<file path="config.mk">
export PLATFORM = sky130hd
export DESIGN_NAME = result_serializer
export DESIGN_NICKNAME = d
export VERILOG_FILES = /design/src/rtl/result_serializer.sv
export SDC_FILE = /design/constraint.sdc
export NUM_CORES = 1
export LEC_CHECK = 0
export CORE_UTILIZATION = 55
export DETAILED_ROUTE_END_ITERATION = 8
export GPL_TIMING_DRIVEN = 1
export PLACE_DENSITY = 0.84
export SYNTH_ARGS = -nofsm -noshare
export SYNTH_HDL_FRONTEND = slang
export SYNTH_SLANG_ARGS = --single-unit
</file>
<file path="constraint.sdc">
create_clock -name clk -period 5.4 [get_ports clk]
set_clock_uncertainty 0.15 [all_clocks]
set_input_delay 1.62 -clock clk [delete_from_list [all_inputs] [get_ports clk]]
set_output_delay 1.62 -clock clk [all_outputs]
set_load 0.03 [all_outputs]
</file>
<file path="src/rtl/result_serializer.sv">
// Frame serializer: reads NWORDS result words and streams them as PART_W parts, MSB part first.
// Optional feature macro SERIALIZER_CHECKSUM_EN appends an XOR checksum part to every frame.
module result_serializer #(
    parameter int NWORDS = 9,
    parameter int WORD_W = 24,
    parameter int PART_W = 8
) (
    input  logic              clk,
    input  logic              rst,
    input  logic              start,
    output logic              rd_en,
    output logic [4:0]        rd_addr,
    input  logic [WORD_W-1:0] rd_data,
    output logic [PART_W-1:0] tx_data,
    output logic              tx_valid,
    input  logic              tx_ready,
    output logic              busy,
    output logic              frame_done
);
    localparam logic [4:0] LAST_WORD = 5'(NWORDS - 1);
    localparam logic [1:0] LAST_PART = 2'd2;

    typedef enum logic [2:0] {
        IDLE  = 3'd0,
        FETCH = 3'd1,
        LATCH = 3'd2,
        SEND  = 3'd3,
`ifdef SERIALIZER_CHECKSUM_EN
        CSUM  = 3'd4,
`endif
        FIN   = 3'd5
    } state_t;

    function automatic logic [PART_W-1:0] part_of(input logic [WORD_W-1:0] word,
                                                  input logic [1:0] idx);
        logic [PART_W-1:0] part;
        case (idx)
            2'd0:    part = word[3*PART_W-1 -: PART_W];
            2'd1:    part = word[2*PART_W-1 -: PART_W];
            2'd2:    part = word[PART_W-1:0];
            default: part = {PART_W{1'b0}};
        endcase
        return part;
    endfunction

    state_t              state_r, state_s;
    logic [4:0]          word_idx_r, word_idx_s;
    logic [1:0]          part_idx_r, part_idx_s;
    logic [WORD_W-1:0]   hold_r, hold_s;
`ifdef SERIALIZER_CHECKSUM_EN
    logic [PART_W-1:0]   csum_r, csum_s;
`endif
    logic                rd_en_r, rd_en_s;
    logic [4:0]          rd_addr_r, rd_addr_s;
    logic [PART_W-1:0]   tx_data_r, tx_data_s;
    logic                tx_valid_r, tx_valid_s;
    logic                busy_r, busy_s;
    logic                frame_done_r, frame_done_s;
    logic                xfer_s;

    // Next-state, index/datapath updates and the output values they imply for the next cycle.
    always_comb begin
        state_s    = state_r;
        word_idx_s = word_idx_r;
        part_idx_s = part_idx_r;
        hold_s     = hold_r;
`ifdef SERIALIZER_CHECKSUM_EN
        csum_s     = csum_r;
`endif
        xfer_s     = tx_valid_r && tx_ready;

        case (state_r)
            IDLE: begin
                if (start) begin
                    state_s    = FETCH;
                    word_idx_s = 5'd0;
                    part_idx_s = 2'd0;
`ifdef SERIALIZER_CHECKSUM_EN
                    csum_s     = {PART_W{1'b0}};
`endif
                end else begin
                    state_s = IDLE;
                end
            end
            FETCH: state_s = LATCH;
            LATCH: begin
                hold_s  = rd_data;
                state_s = SEND;
            end
            SEND: begin
                if (xfer_s) begin
`ifdef SERIALIZER_CHECKSUM_EN
                    csum_s = csum_r ^ tx_data_r;
`endif
                    if (part_idx_r != LAST_PART) begin
                        part_idx_s = part_idx_r + 2'd1;
                    end else if (word_idx_r != LAST_WORD) begin
                        word_idx_s = word_idx_r + 5'd1;
                        part_idx_s = 2'd0;
                        state_s    = FETCH;
                    end else begin
`ifdef SERIALIZER_CHECKSUM_EN
                        state_s = CSUM;
`else
                        state_s = FIN;
`endif
                    end
                end else begin
                    state_s = SEND;
                end
            end
`ifdef SERIALIZER_CHECKSUM_EN
            CSUM: begin
                if (xfer_s) begin
                    state_s = FIN;
                end else begin
                    state_s = CSUM;
                end
            end
`endif
            FIN:     state_s = IDLE;
            default: state_s = IDLE;
        endcase

        // Outputs are decoded from the next state so they can be registered without extra latency.
        rd_en_s      = (state_s == FETCH);
        rd_addr_s    = rd_en_s ? word_idx_s : 5'd0;
        busy_s       = (state_s != IDLE);
        frame_done_s = (state_s == FIN);
        case (state_s)
            SEND: begin
                tx_valid_s = 1'b1;
                tx_data_s  = part_of(hold_s, part_idx_s);
            end
`ifdef SERIALIZER_CHECKSUM_EN
            CSUM: begin
                tx_valid_s = 1'b1;
                tx_data_s  = csum_s;
            end
`endif
            default: begin
                tx_valid_s = 1'b0;
                tx_data_s  = {PART_W{1'b0}};
            end
        endcase
    end

    // State, datapath and output registers with synchronous reset.
    always_ff @(posedge clk) begin
        if (rst) begin
            state_r      <= IDLE;
            word_idx_r   <= 5'd0;
            part_idx_r   <= 2'd0;
            hold_r       <= {WORD_W{1'b0}};
`ifdef SERIALIZER_CHECKSUM_EN
            csum_r       <= {PART_W{1'b0}};
`endif
            rd_en_r      <= 1'b0;
            rd_addr_r    <= 5'd0;
            tx_data_r    <= {PART_W{1'b0}};
            tx_valid_r   <= 1'b0;
            busy_r       <= 1'b0;
            frame_done_r <= 1'b0;
        end else begin
            state_r      <= state_s;
            word_idx_r   <= word_idx_s;
            part_idx_r   <= part_idx_s;
            hold_r       <= hold_s;
`ifdef SERIALIZER_CHECKSUM_EN
            csum_r       <= csum_s;
`endif
            rd_en_r      <= rd_en_s;
            rd_addr_r    <= rd_addr_s;
            tx_data_r    <= tx_data_s;
            tx_valid_r   <= tx_valid_s;
            busy_r       <= busy_s;
            frame_done_r <= frame_done_s;
        end
    end

    assign rd_en      = rd_en_r;
    assign rd_addr    = rd_addr_r;
    assign tx_data    = tx_data_r;
    assign tx_valid   = tx_valid_r;
    assign busy       = busy_r;
    assign frame_done = frame_done_r;

endmodule

</file>
# Word-level counts from Yosys, hierarchy flattened
# Index checks and enable logic that the tools add are counted.
classes:
  mux: 18
  add_sub_neg: 2
  eq_ne: 10
  n_reduce_logical: 6
  n_bitwise: 2
op_table:
  columns: ["operator", "n"]
  rows:
  - ["$mux W24", 1]
  - ["$pmux W8 S3", 1]
  - ["$mux W5", 4]
  - ["$pmux W3 S4", 1]
  - ["$pmux W5 S2", 1]
  - ["$eq A3 B2 Y1 const B", 3]
  - ["$mux W3", 3]
  - ["$mux W2", 4]
  - ["$eq A3 B1 Y1 const B", 2]
  - ["$add A5 B1 Y5 const B", 1]
  - ["$ne A5 B4 Y1 const B", 1]
  - ["$pmux W2 S2", 1]
  - ["$reduce_or A2 Y1", 2]
  - ["$eq A3 B3 Y1 const B", 1]
  - ["$logic_not A3 Y1", 1]
  - ["$reduce_bool A3 Y1", 1]
  - ["$add A2 B1 Y2 const B", 1]
  - ["$eq A2 B1 Y1 const B", 1]
  - ["$eq A2 B2 Y1 const B", 1]
  - ["$logic_not A2 Y1", 1]
  - ["$mux W1", 2]
  - ["$ne A2 B2 Y1 const B", 1]
  - ["$not A1 Y1", 2]
  - ["$logic_and A1 B1 Y1", 1]
word_totals:
  output_inout_bits: 17
  in_bits: 28
  reg_bits: 51
  elab_cells: 48

# Logic depth before layout (Yosys ltp)
depth:
  ltp_word: 8
  ltp_mapped: 8
  depth_no_buf: 8

# Worst setup path after synthesis
# No wires, ideal clock.
synth_timing:
  path_type: "input to register"
  start: "in tx_ready"
  end: "reg tx_data_r[7] (netlist: tx_data[7])"
  arrival_ps: 2701
  slack_ps: 2420
  path_buffers: 1
  stages: 6
  required_time_ps: 5121
  setup_time_ps: 129
  cell_sequence: "nand2_1 or4_1 buf_2 o21ai_4 a21o_1 o22ai_1"
synth_via:
  elab_chain_cells: 6
  elab_cells_between_ends: 12
  classes_between: "eq/ne (3); mux (5); bitwise (1); reduce/logical (3)"
synth_lines:
  columns: ["item", "line", "source"]
  rows:
  - ["start: declaration", "16", "input logic tx_ready,"]
  - ["$logic_and A1 B1 Y1 (*)", "70", "xfer_s = tx_valid_r && tx_ready;"]
  - ["$mux W3", "91", "if (xfer_s) begin"]
  - ["$pmux W3 S4", "72", "case (state_r)"]
  - ["$eq A3 B2 Y1", "130", "case (state_s)"]
  - ["$not A1 Y1 (no source line)", null, null]
  - ["$reduce_or A2 Y1 (no source line)", null, null]
  - ["end signal: assignment", "160", "tx_data_r <= {PART_W{1'b0}};"]
  - ["end signal: assignment", "174", "tx_data_r <= tx_data_s;"]
  - ["end: declaration", "55", "logic [PART_W-1:0] tx_data_r, tx_data_s;"]
# Every way passes the cells marked *; elsewhere a longest branch is shown, timed or not.
# A chain may end at the register's enable or synchronous reset.

# Final worst setup path
layout_timing:
  start: "in tx_ready"
  end: "reg rd_addr_r[2] (netlist: rd_addr[2])"
layout_via:
  elab_chain_cells: 6
  elab_cells_between_ends: 8
  classes_between: "eq/ne (1); mux (4); bitwise (1); reduce/logical (2)"
layout_lines:
  columns: ["item", "line", "source"]
  rows:
  - ["$logic_and A1 B1 Y1 (*)", "70", null]
  - ["$mux W3", "91", null]
  - ["$pmux W3 S4", "72", null]
  - ["$eq A3 B1 Y1", "126", "rd_en_s = (state_s == FETCH);"]
  - ["$not A1 Y1 (no source line)", null, null]
  - ["$reduce_or A2 Y1 (no source line)", null, null]
  - ["end signal: assignment", "173", "rd_addr_r <= rd_addr_s;"]
  - ["end: declaration", "54", "logic [4:0] rd_addr_r, rd_addr_s;"]
# Marked as above.

==> flow_summary.toml <==
[finish]
final_cell_mix = "dfxtp_1, clkdlybuf4s50_1, nor2_1"
area_growth_pct = 22.4
nFillCells = 314
final_area_sq_um = 2830
layout_commonest_cell = "dfxtp_1"
layout-drive-gt1-share_pct = 7.53
fin_cells = 329
n_antenna_cell = 0
final_nets = 308

[floorplanning]
die_area_sq_um = 4470
rows = 23
io-pin-count = 45
core-area_sq_um = 4030
die_w_um = 66.9
die_h_um = 66.9
start_util_pct = 57.4

[critical_path]
required_ps = 5430
end_kind = "register"
critical_path.startpoint_type = "input port"
r2r-start = "word_idx_r[0]$_SDFF_PP0_"
worst-path-max-fanout = 14
path_class = "in -> reg"
ff2ff_path_depth = 6
rrSetupSlack_ps = 2910
r2r_end = "rd_addr[2]$_SDFF_PP0_"
critical_path_arrival_ps = 3610

[synthesis]
synth.avg_cell_area_sq_um = 9.48
yosysWarnings = 0
synth_simple_gate_area_share_pct = 16.6
synthFlopType = "dfxtp_1"
syn_nets = 274
synth.cell_area_sq_um = 2310
synthXorXnorAreaFrac_pct = 0
ys_ff_latch = 51
syn_inst = 244
synth_top_family_by_area = "compound AO/OA/AOI/OAI gates"
muxShareOfSynthArea_pct = 10.4
synth_edf_count = 0
synth-compound-area-share_pct = 21.2
ys_seq_area_share_pct = 44.1
yosys.area_share.adder_pct = 1.08
synth.distinct_cells = 44
async_flop_share_pct = 0

[timing]
fin_crit_sh_pct = 66.3
fin_tns_setup_ps = 0
hold_viol_final = 0
finalSetupViolCount = 0
fin_crit_ps = 3580
rsz0062_at_grt = "no"
max_slew.worst_pin.slew_ps = 769
slew_headroom_pct = 48.8
finalMaxSlewViolations = 0
setup_ws_ps = 1820
fmax_mhz = 279

[detailed_routing]
wl_um = 4960
drc = 0
wl_per_cell_um = 15.1
dr.pass1.iters = 4
ant_nets = 0
drtIter0Drc = 185
vias = 1901
vias_per_cell = 5.78

[grt]
grt_usage_pct = 24.6
grt_pass1_wl_um = 8090
grt_pass1_vias = 1759
grt_max_degree = 36
overflow = 0
antenna_found_initial = 0

[clock_network]
path_clk_slew_ps = 90
cts-root-buf = "clkbuf_8"
cts_resized = 0
postCtsSetupBuffers = 0
clock_sinks = 51
htree_levels = 2
clk_latency_ps = 310
hold_buffers = 0
clockBufferDepth = 2
cts_tree = "built"
cts_made_buffers = 5

[hold_path]
hp-class = "reg -> reg"
hp-start = "hold_r[14]$_SDFF_PP0_"
holdPathEnd = "hold_r[14]$_SDFF_PP0_"
min_path_cells = 2

[placement]
place_ws_ps = 1490
place_area_sq_um = 2720
dp_cells = 321
place.gp.congestion = 0.874
port_buffers = 44
dp_hpwl_um = 3320

[power_and_ir_drop]
p_leak_nw = 1.01
power_w = 0.000780
power.density_nw_per_um2 = 275
peakVddDrop_mv = 0.145

[flow_run]
maxCapViolCount = 0

[status]
status = "finished clean"
## state kept, by name, indices dropped and copies added (netlist names)
| name | count |
|---|---|
| state_r | 3 |
| rd_en | 1 |
| part_idx_r | 2 |
| tx_data | 8 |
| word_idx_r | 5 |
| frame_done | 1 |
| rd_addr | 5 |
| hold_r | 24 |
| busy | 1 |
| tx_valid | 1 |
## power breakdown
part	total [W]	leakage [nW]	internal (W)	switching (W)
Clock	0.000273	0.0612	0.000150	0.000123
Combinational	0.000110	0.536	0.0000540	0.0000556
Sequential	0.000397	0.414	0.000390	0.00000726
Total	0.000780	1.01	0.000594	0.000186
## stage by stage
step                      hold WS [ps]  util [%]
after floorplan                    305         -
after global routing               367      70.3
after CTS                          352      70.3
after detailed placement           330      67.4
final                              348      70.3
after global placement             323      67.4
## cell usage after synthesis (2+ instances only)
cell | n | share of area (%)
a211o_1 | 2 | 0.76
a21o_1 | 8 | 2.6
a21oi_1 | 4 | 0.87
a32oi_1 | 8 | 3.0
buf_2 | 7 | 1.5
buf_4 | 3 | 0.97
buf_6 | 4 | 1.9
clkbuf_1 | 5 | 0.81
dfxtp_1 | 51 | 44
ha_1 | 2 | 1.1
inv_1 | 8 | 1.3
mux2i_1 | 23 | 10
nand2_1 | 6 | 0.97
nand3_1 | 4 | 0.87
nor2_1 | 34 | 5.5
nor2b_1 | 8 | 2.2
nor3_1 | 9 | 1.9
nor3b_1 | 2 | 0.65
o21ai_0 | 20 | 4.3
o221ai_1 | 3 | 1.1
o22ai_1 | 3 | 0.81
o32ai_1 | 7 | 2.7
or2_2 | 2 | 0.54
## worst max-delay path, stage by stage
cell,delay (ps)
clkdlybuf4s50_1,510
nand2_1,200
or2_0,550
o221ai_1,610
nor2_1,110
## per-layer routing
layer,track usage [%],vias up,routed length (um)
met1,31.5,871,2240
li1,-,948,-
met5,0,-,0
met3,7.88,12,295
met4,10.4,0,88
met2,37.5,70,2340
## area by class of cell
cell class	count	area (sq um)	share of cell area, %
multi-input combinational	166	1150	40.5
sequential	51	1020	36.0
timing repair buffer	46	455	16.1
clock buffer	6	82.6	2.92
tap	50	62.6	2.21
clock inverter	2	35.0	1.24
inverter	8	30.0	1.06
## logic make-up (layout without fill, tap and decap cells)
kind of cell	Yosys count	in the layout
DFF	51	51
adders and majority gates	2	2
and+or+nand+nor	76	76
muxes	24	24
buffers and inverters	27	62
AOI/OAI and AO/OA	64	64
## worst max-delay path by stage
stage             start                    end  slack, ps
2_1_floorplan  tx_ready  tx_data[7]$_SDFF_PP0_       2420
3_3_place_gp   tx_ready  rd_addr[2]$_SDFF_PP0_       1600
3_5_place_dp   tx_ready  rd_addr[2]$_SDFF_PP0_       1490
4_1_cts        tx_ready  rd_addr[2]$_SDFF_PP0_       1830
5_1_grt        tx_ready  tx_data[4]$_SDFF_PP0_       1690
6_report       tx_ready  rd_addr[2]$_SDFF_PP0_       1820
No activity file was read; power rests on OpenSTA's default activity.
